`config.mk`:
```
export PLATFORM = sky130hd
export DESIGN_NAME = mem_access_ctrl_flat
export DESIGN_NICKNAME = d
export VERILOG_FILES = /design/src/rtl/mem_access_ctrl_if.sv /design/src/rtl/mem_access_ctrl.sv /design/src/flat_wrapper.sv
export SDC_FILE = /design/constraint.sdc
export NUM_CORES = 1
export LEC_CHECK = 0
export BUFFER_PORTS_ARGS = -buffer_cell sky130_fd_sc_hd__buf_2
export CAP_MARGIN = 10
export CORE_ASPECT_RATIO = 2
export CORE_MARGIN = 1.5
export CORE_UTILIZATION = 49
export DETAILED_ROUTE_END_ITERATION = 6
export GPL_TIMING_DRIVEN = 0
export PLACE_DENSITY = 0.79
export SLEW_MARGIN = 20
export SYNTH_ARGS = -nofsm -noshare
export SYNTH_HDL_FRONTEND = slang
export SYNTH_SLANG_ARGS = --single-unit
```
`constraint.sdc`:
```
create_clock -name clk -period 1.9 [get_ports clk]
set_input_delay 0.285 -clock clk [delete_from_list [all_inputs] [get_ports clk]]
set_output_delay 0.285 -clock clk [all_outputs]
set_load 0.02 [all_outputs]
```
`src/rtl/mem_access_ctrl_if.sv`:
```
// CPU-side request/response handshake of the memory access controller.
// The master drives requests; the slave (controller) answers with one-cycle response pulses.
interface mem_access_ctrl_if #(
    parameter int DATA_WIDTH = 16,
    parameter int ADDR_WIDTH = 10
);
    logic                  req_valid;
    logic                  req_ready;
    logic                  req_we;
    logic [ADDR_WIDTH-1:0] req_addr;
    logic [DATA_WIDTH-1:0] req_wdata;
    logic                  rsp_valid;
    logic [DATA_WIDTH-1:0] rsp_rdata;

    modport master (
        output req_valid, req_we, req_addr, req_wdata,
        input  req_ready, rsp_valid, rsp_rdata
    );

    modport slave (
        input  req_valid, req_we, req_addr, req_wdata,
        output req_ready, rsp_valid, rsp_rdata
    );
endinterface

```
`src/rtl/mem_access_ctrl.sv`:
```
// Drives RAM port A for single CPU loads/stores; addr MSB selects the memory-mapped I/O pair
// (synchronized switch input, LED output register). One response pulse per request.
module mem_access_ctrl #(
    parameter int DATA_WIDTH = 16,
    parameter int ADDR_WIDTH = 10
) (
    input  logic                  clk,
    input  logic                  reset_n,
    mem_access_ctrl_if.slave      cpu,
    output logic [ADDR_WIDTH-1:0] ram_addr,
    output logic [DATA_WIDTH-1:0] ram_data,
    output logic                  ram_we,
    input  logic [DATA_WIDTH-1:0] ram_q,
    input  logic [DATA_WIDTH-1:0] io_in,
    output logic [DATA_WIDTH-1:0] io_out
);

    typedef enum logic [1:0] {IDLE, ISSUE, WAIT, RESP} state_e;

    state_e                state_q, state_d;
    logic                  we_q, we_d;
    logic                  is_io_q, is_io_d;
    logic [ADDR_WIDTH-1:0] ram_addr_q, ram_addr_d;
    logic [DATA_WIDTH-1:0] ram_data_q, ram_data_d;
    logic                  ram_we_q, ram_we_d;
    logic                  rsp_valid_q, rsp_valid_d;
    logic [DATA_WIDTH-1:0] rsp_rdata_q, rsp_rdata_d;
    logic [DATA_WIDTH-1:0] io_out_q, io_out_d;
    logic [DATA_WIDTH-1:0] io_sync1_q, io_sync1_d;
    logic [DATA_WIDTH-1:0] io_sync2_q, io_sync2_d;

    always_comb begin
        state_d     = state_q;
        we_d        = we_q;
        is_io_d     = is_io_q;
        ram_addr_d  = ram_addr_q;
        ram_data_d  = ram_data_q;
        ram_we_d    = 1'b0;
        rsp_valid_d = 1'b0;
        rsp_rdata_d = rsp_rdata_q;
        io_out_d    = io_out_q;
        io_sync1_d  = io_in;
        io_sync2_d  = io_sync1_q;

        unique case (state_q)
            IDLE: begin
                // Address/data are latched straight into the RAM-facing registers so they
                // are already stable for the whole ISSUE cycle; they double as the request copy.
                if (cpu.req_valid) begin
                    we_d       = cpu.req_we;
                    is_io_d    = cpu.req_addr[ADDR_WIDTH-1];
                    ram_addr_d = cpu.req_addr;
                    ram_data_d = cpu.req_wdata;
                    ram_we_d   = cpu.req_we & ~cpu.req_addr[ADDR_WIDTH-1];
                    state_d    = ISSUE;
                end
            end
            ISSUE: begin
                if (is_io_q) begin
                    if (we_q) io_out_d    = ram_data_q;
                    else      rsp_rdata_d = io_sync2_q;
                    rsp_valid_d = 1'b1;
                    state_d     = RESP;
                end else if (we_q) begin
                    rsp_valid_d = 1'b1;
                    state_d     = RESP;
                end else begin
                    state_d = WAIT;
                end
            end
            WAIT: begin
                rsp_rdata_d = ram_q;
                rsp_valid_d = 1'b1;
                state_d     = RESP;
            end
            RESP: begin
                state_d = IDLE;
            end
            default: begin
                state_d = IDLE;
            end
        endcase
    end

    always_ff @(posedge clk) begin
        if (!reset_n) begin
            state_q     <= IDLE;
            we_q        <= 1'b0;
            is_io_q     <= 1'b0;
            ram_addr_q  <= '0;
            ram_data_q  <= '0;
            ram_we_q    <= 1'b0;
            rsp_valid_q <= 1'b0;
            rsp_rdata_q <= '0;
            io_out_q    <= '0;
            io_sync1_q  <= '0;
            io_sync2_q  <= '0;
        end else begin
            state_q     <= state_d;
            we_q        <= we_d;
            is_io_q     <= is_io_d;
            ram_addr_q  <= ram_addr_d;
            ram_data_q  <= ram_data_d;
            ram_we_q    <= ram_we_d;
            rsp_valid_q <= rsp_valid_d;
            rsp_rdata_q <= rsp_rdata_d;
            io_out_q    <= io_out_d;
            io_sync1_q  <= io_sync1_d;
            io_sync2_q  <= io_sync2_d;
        end
    end

    // Gating with reset_n kills a store whose ISSUE cycle coincides with reset.
    assign ram_we        = ram_we_q & reset_n;
    assign ram_addr      = ram_addr_q;
    assign ram_data      = ram_data_q;
    assign io_out        = io_out_q;
    assign cpu.req_ready = (state_q == IDLE);
    assign cpu.rsp_valid = rsp_valid_q;
    assign cpu.rsp_rdata = rsp_rdata_q;

endmodule

```
`src/flat_wrapper.sv`:
```
// flat-port wrapper written by rule: the top's interface ports become plain ports
module mem_access_ctrl_flat 
#(
    parameter int DATA_WIDTH = 16,
    parameter int ADDR_WIDTH = 10
)
  (clk, reset_n, ram_addr, ram_data, ram_we, ram_q, io_in, io_out, cpu_req_valid, cpu_req_we, cpu_req_addr, cpu_req_wdata, cpu_req_ready, cpu_rsp_valid, cpu_rsp_rdata);
  mem_access_ctrl_if #(.DATA_WIDTH(DATA_WIDTH), .ADDR_WIDTH(ADDR_WIDTH)) cpu_i ();
  input  logic clk;
  input  logic reset_n;
  output logic [ADDR_WIDTH-1:0] ram_addr;
  output logic [DATA_WIDTH-1:0] ram_data;
  output logic ram_we;
  input  logic [DATA_WIDTH-1:0] ram_q;
  input  logic [DATA_WIDTH-1:0] io_in;
  output logic [DATA_WIDTH-1:0] io_out;
  input wire logic [$bits(cpu_i.req_valid)-1:0] cpu_req_valid;
  input wire logic [$bits(cpu_i.req_we)-1:0] cpu_req_we;
  input wire logic [$bits(cpu_i.req_addr)-1:0] cpu_req_addr;
  input wire logic [$bits(cpu_i.req_wdata)-1:0] cpu_req_wdata;
  output wire logic [$bits(cpu_i.req_ready)-1:0] cpu_req_ready;
  output wire logic [$bits(cpu_i.rsp_valid)-1:0] cpu_rsp_valid;
  output wire logic [$bits(cpu_i.rsp_rdata)-1:0] cpu_rsp_rdata;
  assign cpu_i.req_valid = cpu_req_valid;
  assign cpu_i.req_we = cpu_req_we;
  assign cpu_i.req_addr = cpu_req_addr;
  assign cpu_i.req_wdata = cpu_req_wdata;
  assign cpu_req_ready = cpu_i.req_ready;
  assign cpu_rsp_valid = cpu_i.rsp_valid;
  assign cpu_rsp_rdata = cpu_i.rsp_rdata;
  mem_access_ctrl #(.DATA_WIDTH(DATA_WIDTH), .ADDR_WIDTH(ADDR_WIDTH)) u_core (.clk(clk), .reset_n(reset_n), .cpu(cpu_i), .ram_addr(ram_addr), .ram_data(ram_data), .ram_we(ram_we), .ram_q(ram_q), .io_in(io_in), .io_out(io_out));
endmodule
```
* Word-level counts from Yosys, hierarchy flattened
Index checks and enable logic that the tools add are counted.
** Storage, ports and cells
- Input port bits :: 62
- Register bits :: 96
- Output and inout bits :: 61
- Logic and storage cells :: 36
** Cells by class
- Mux-type cells :: 10
- Eq/ne operators :: 6
- Bitwise gates (word level) :: 3
- Reduce and logical (&&, ||, !) cells :: 6
** Operators by type and width (number)
- 16-bit two-way mux :: 2
- 16-bit one-hot mux with 2 select lines :: 1
- 3-bit AND reduction :: 3
- 2-bit one-hot mux with 4 select lines :: 1
- 2-bit == test, second input constant :: 2
- 2-bit two-way mux :: 2
- 2-bit inequality test, second input constant :: 2
- 1-bit two-way mux :: 3
- 1-bit AND :: 2
- 2-bit by 1-bit == test with 1-bit output, second input constant :: 1
- 2-bit logical NOT :: 1
- 2-bit by 1-bit inequality test with 1-bit output, second input constant :: 1
- 1-bit one-hot mux with 2 select lines :: 1
- 2-bit AND reduction :: 1
- 2-bit nonzero test :: 1
- 1-bit inverter :: 1

* Logic depth before layout (Yosys ltp)
- Depth in word-level cells :: 3
- Depth in mapped cells :: 7
- Depth with buffers taken out :: 5

* Worst setup path after synthesis
No wires, ideal clock.
- Path type :: register to register
- Start point :: reg u_core.state_q[0]
- End point :: reg u_core.ram_data_q[10], in the netlist u_core.ram_data[10]
- Buffers on the path :: 2
- Slack :: 0.497 ns
- Data arrival time :: 1.333 ns
- Period minus slack after synthesis :: 1.403 ns
- Required time :: 1.830 ns
- Library setup time :: 0.070 ns
- Stages on the path, launching flop included :: 8
- Cell sequence :: dfxtp_1 -> inv_1 -> ha_1 -> and2_1 -> buf_2 -> buf_4 -> nand2_1 -> a21boi_1
** Between the ends
- Longest elaborated chain between the ends :: 2
** Ends and longest elaborated chain
- start, declared :: RTL line mem_access_ctrl.sv:20 : state_e state_q, state_d;
- start signal, assigned :: RTL line mem_access_ctrl.sv:99 : state_q <= state_d;
- 2-bit logical NOT
- via cpu_req_ready :: RTL line flat_wrapper.sv:21 : output wire logic [$bits(cpu_i.req_ready)-1:0] cpu_req_ready;
- 2-bit AND reduction (no line)
- end signal, assigned :: RTL line mem_access_ctrl.sv:103 : ram_data_q <= ram_data_d;
- end, declared :: RTL line mem_access_ctrl.sv:24 : logic [DATA_WIDTH-1:0] ram_data_q, ram_data_d;
The timed path passes the listed nets, and every way through them passes these cells.
A chain may end at the register's enable or synchronous reset.

* Worst setup path after layout
- Start point :: reg u_core.state_q[0]
- End point :: reg u_core.ram_data_q[12], in the netlist u_core.ram_data[12]
** Between the ends
- Longest elaborated chain between the ends :: 2
** Ends and longest elaborated chain
- 2-bit logical NOT :: RTL line mem_access_ctrl.sv:45 : unique case (state_q)
- 2-bit AND reduction (no line)
Every way passes these cells.

==> reports/summary.md <==
The setup violation total in the final timing report was 0; the growth of design area from synthesis to finish was 29.2%. The largest driver fanout on the critical path is 10, and the number of I/O port buffers is 121. The synthesized netlist occupies a cell area of 3530 µm².

The main flop type after synthesis was sky130_fd_sc_hd__dfxtp_1. Measured against its own limit, the worst slew margin works out to 67.8%. The final-report max-slew violation count is 0, and the top cell type's share of synthesized area is 53.9%. The transition time at the pin with the least slew margin works out to 0.483 ns.

The signal on the critical path passes through inv_1, ha_1, nand2_1, buf_2, nand2_1, a21boi_1. The clock slew seen by the registers of the worst setup and hold paths came out at 0.06 ns. Following the worst setup path forward leads to its endpoint at u_core.ram_data[12]. Once detailed placement completed, the half-perimeter wirelength came to 5.99 mm. For the relative contribution of combinational cells to total power, the log shows 30.0%. Across every metal layer, demand over resource in global routing totals 20.6%. The tools report the relative contribution of the clock network to total power as 30.8%. Number of global-route vias before repair: 2716. The startpoint identified for the worst register-to-register timing path is u_core.state_q[0]. The tools report the overall overflow remaining after global route as 0. The run gives 7.69 mm as the routed wire length.

The horizontal die dimension came out at 63.0 µm. Yosys printed 0 warnings. The run gives 0 as the initial antenna violation count. Number of design-rule violations left by the first detailed-router iteration: 99. The synthesized design contains 0 enable-type register cells. In this run the static leakage power is 2.16 nW. Counting every net in the synthesized netlist gives 433.

For this design, the sink count on the clock tree is 95. The slowest stage of the critical path is the sky130_fd_sc_hd__dfxtp_1 cell. The mean area per synthesized cell is 9.59 µm², and the number of CTS-inserted buffers is 9. After filler insertion, the fill cell instance count of the layout stands at 564.

After routing the design area is 4560 µm². The H-tree generated during clock tree synthesis spans 3 levels. Among the stages of the critical path, the cell type that occurs most often is sky130_fd_sc_hd__nand2_1.

For the final database, setup skew stands at 0.00416 ns. The detail route stage leaves a number of antenna-violating nets equal to 0. The logs give 12.2 mm for the first-pass GRT wire length and 50.9% for the initial core utilization. The final-report hold violation count was 0. The cell area after placement is 4250 µm². Die area: 7760 µm².

The tools report the buffer count from post-CTS setup fixing as 0. In this run, flip-flops and latches consume 39.2% of the power. The run gives 2.16 ns as the required time of the critical path. The maximum buffer depth of the clock tree is 2, and the height of the die is 123 µm. The worst setup path is captured at a register. The design internal power is 4.17 mW, and the count of hold-fix buffers inserted at cts is 0. The final net count was 565; the worst vdd rail ir drop was 788 µV.

The fraction of synthesis flops using an asynchronous set or reset pin works out to 0%. After floorplanning, the core was divided into 43 placement rows. Dividing the detail-routed via count by the number of cells gives 4.73. Entering global routing, the biggest net connects 16 pins. STA classifies the critical path startpoint as a register.

Before antenna repair, the detailed router went through 4 iterations. The run finished with clean final reports. TritonCTS built the clock tree. For the vias after detailed routing, the log shows 2815. The run gives 0 as the number of max-capacitance violations reported.

On the worst path, the slowest cell contributes a delay of 0.35 ns. For this design the ratio of total power to cell area is 1320 nW/µm². The run gives 123 as the I/O pin count.

The later pin in the worst-skew pair is clocked with a latency of 0.33 ns. Sequential elements use 53.9% of the synthesized area. Setup repair after global routing left no endpoint under its margin. For the number of distinct standard cells referenced by the synthesized netlist, the log shows 25. The region available for standard cell placement spans 6940 µm².

The congestion estimate from routability-driven global placement came to 0.789. Leading area contributor after synthesis: sky130_fd_sc_hd__dfxtp_1. Ranked by total cell area, the synthesized netlist is headed by sky130_fd_sc_hd__dfxtp_1, sky130_fd_sc_hd__nand2_1, sky130_fd_sc_hd__a21boi_1, sky130_fd_sc_hd__and2_1, sky130_fd_sc_hd__mux2_2.

For the sum of negative setup slack, the log shows 0 ns. The run gives 0 as the number of gates given a new drive strength after cts. Data arrives at the worst endpoint at 1.84 ns.

In the routed design, unresolved DRC markers number 0. Endpoint of the worst-slack reg-to-reg timing path: u_core.ram_data[12]. The share of layout cells above drive strength 1 was 33.9%.

Based on the critical path, the design can be clocked at up to 633 MHz. Total power for the finished layout comes to 6.03 mW. After detailed routing, the average wire length per cell comes to 12.9 µm.

The kind of path behind the tightest hold check was in2reg. The repair_antennas step left the layout with diodes totalling 0. Measured in cells, the most critical reg-to-reg path has a length of 6. The net switching fraction of the power was 30.9%; the switching power of the nets was 1.86 mW.

Final critical-path share of the clock period: 83.2%. The final cell count without fillers came out at 595. The cell sitting at the root of the clock tree is a sky130_fd_sc_hd__clkbuf_16.

The setup path with the least slack is of type reg2reg. In this run the worst setup path begins at u_core.state_q[0]. The smallest clock period supported by the final layout is computed as 1.58 ns. Counting flops and latches in the post-synthesis netlist gives 95. The reg2reg setup slack was 0.32 ns.

The logs give 368 for the instance count of the mapped netlist and 579 for the total instance count after detailed placement.
## metal layers
metal | GRT usage [%] | share of wire (%) | up-vias
met4 | 10.8 | 2.3 | 0
li1 | - | - | 1439
met3 | 4.19 | 3.8 | 11
met5 | 0 | 0 | -
met2 | 40.2 | 57 | 78
met1 | 19.7 | 37 | 1287
## synth_stat cells (2+ instances only)
master and instances:
sky130_fd_sc_hd__inv_1 2, sky130_fd_sc_hd__mux2i_1 17, sky130_fd_sc_hd__and2_1 34, sky130_fd_sc_hd__dfxtp_1 95
sky130_fd_sc_hd__and3_1 2, sky130_fd_sc_hd__buf_2 8, sky130_fd_sc_hd__buf_6 2, sky130_fd_sc_hd__nand2b_1 2
sky130_fd_sc_hd__nand2_1 121, sky130_fd_sc_hd__ha_1 3, sky130_fd_sc_hd__a21boi_1 30, sky130_fd_sc_hd__a21boi_0 13
sky130_fd_sc_hd__buf_4 5, sky130_fd_sc_hd__clkbuf_1 8, sky130_fd_sc_hd__mux2_2 16
## worst max-delay path, delay by kind of cell (launching register included)
kind            cells  cell delay (ns)
buf+inv             2             0.36
fa+ha+maj           1             0.26
compound gates      1             0.15
simple gates        2             0.39
flops               1             0.35
## final cells by class
| type | count | area (µm²) | area share [%] |
|---|---|---|---|
| Clock buffer | 10 | 229 | 5.02 |
| Inverter | 3 | 11.3 | 0.247 |
| Sequential cell | 95 | 1900 | 41.7 |
| Clock inverter | 6 | 85.1 | 1.86 |
| Multi-Input combinational cell | 246 | 1470 | 32.2 |
| Timing Repair Buffer | 121 | 606 | 13.3 |
| Tap cell | 90 | 113 | 2.47 |
| Buffer | 24 | 150 | 3.29 |
## cells by family after synthesis
family	share of synthesized area, %
AO/OA/AOI/OAI	10.0
buffers and inverters	4.57
multiplexers	9.92
adder cells (fa/ha/maj)	1.06
AND/OR/NAND/NOR	20.6
flip-flops	53.9
## placed cells by master (no fill, tap or decap)
master and count:
sky130_fd_sc_hd__buf_2 129, sky130_fd_sc_hd__nand2_1 121, sky130_fd_sc_hd__dfxtp_1 95, sky130_fd_sc_hd__and2_1 34
sky130_fd_sc_hd__a21boi_1 30, sky130_fd_sc_hd__mux2i_1 17, sky130_fd_sc_hd__mux2_2 16, sky130_fd_sc_hd__a21boi_0 13
sky130_fd_sc_hd__clkbuf_1 9, sky130_fd_sc_hd__clkbuf_16 9, sky130_fd_sc_hd__buf_4 5, sky130_fd_sc_hd__ha_1 3
sky130_fd_sc_hd__inv_1 2, sky130_fd_sc_hd__and3_1 2, sky130_fd_sc_hd__buf_6 2, sky130_fd_sc_hd__nand2b_1 2
sky130_fd_sc_hd__clkinv_2 2, sky130_fd_sc_hd__bufinv_16 2, sky130_fd_sc_hd__clkinvlp_4 2, sky130_fd_sc_hd__nand3_1 1
sky130_fd_sc_hd__inv_2 1, sky130_fd_sc_hd__nor2b_4 1, sky130_fd_sc_hd__o21ai_4 1, sky130_fd_sc_hd__buf_12 1
sky130_fd_sc_hd__o21ai_0 1, sky130_fd_sc_hd__nor2_1 1, sky130_fd_sc_hd__o211a_1 1, sky130_fd_sc_hd__nor3_1 1
sky130_fd_sc_hd__nor2b_1 1
## power groups by stage
stage,sequential (mW),combinational (mW),clock (mW)
global route,2.40,1.98,1.99
CTS,2.37,1.84,1.90
floorplan,2.61,1.13,0
detailed placement,2.41,1.84,0
finish,2.36,1.81,1.86
global placement,2.39,1.80,0
## stage by stage
stage	hold WS [ns]	util (%)	setup slack, ns
5_1_grt	0.137	65.7	0.110
4_1_cts	0.119	65.7	0.273
3_5_place_dp	0.417	61.2	0.308
3_3_place_gp	0.415	61.2	0.362
6_report	0.126	65.7	0.320
2_1_floorplan	0.362	-	0.497
## worst min path at each step
stage                     cells past startpoint                     to             startpoint
final                                         2        u_core.ram_we_q        cpu_req_addr[9]
after global routing                          2        u_core.ram_we_q        cpu_req_addr[9]
after CTS                                     2        u_core.ram_we_q        cpu_req_addr[9]
after detailed placement                      1  u_core.io_sync2_q[13]  u_core.io_sync1_q[13]
after global placement                        1   u_core.io_sync2_q[7]   u_core.io_sync1_q[7]
after floorplan                               1        u_core.ram_we_q        cpu_req_addr[9]
## state kept, by name, summed over array words and instances, names as in the netlist
name / flops
u_core.cpu.rsp_rdata: 16
u_core.cpu.rsp_valid: 1
u_core.io_out: 16
u_core.io_sync1_q: 16
u_core.io_sync2_q: 16
u_core.ram_addr: 10
u_core.ram_data: 16
u_core.ram_we_q: 1
u_core.state_q: 2
u_core.we_q: 1
No activity file was read; power rests on OpenSTA's default activity.
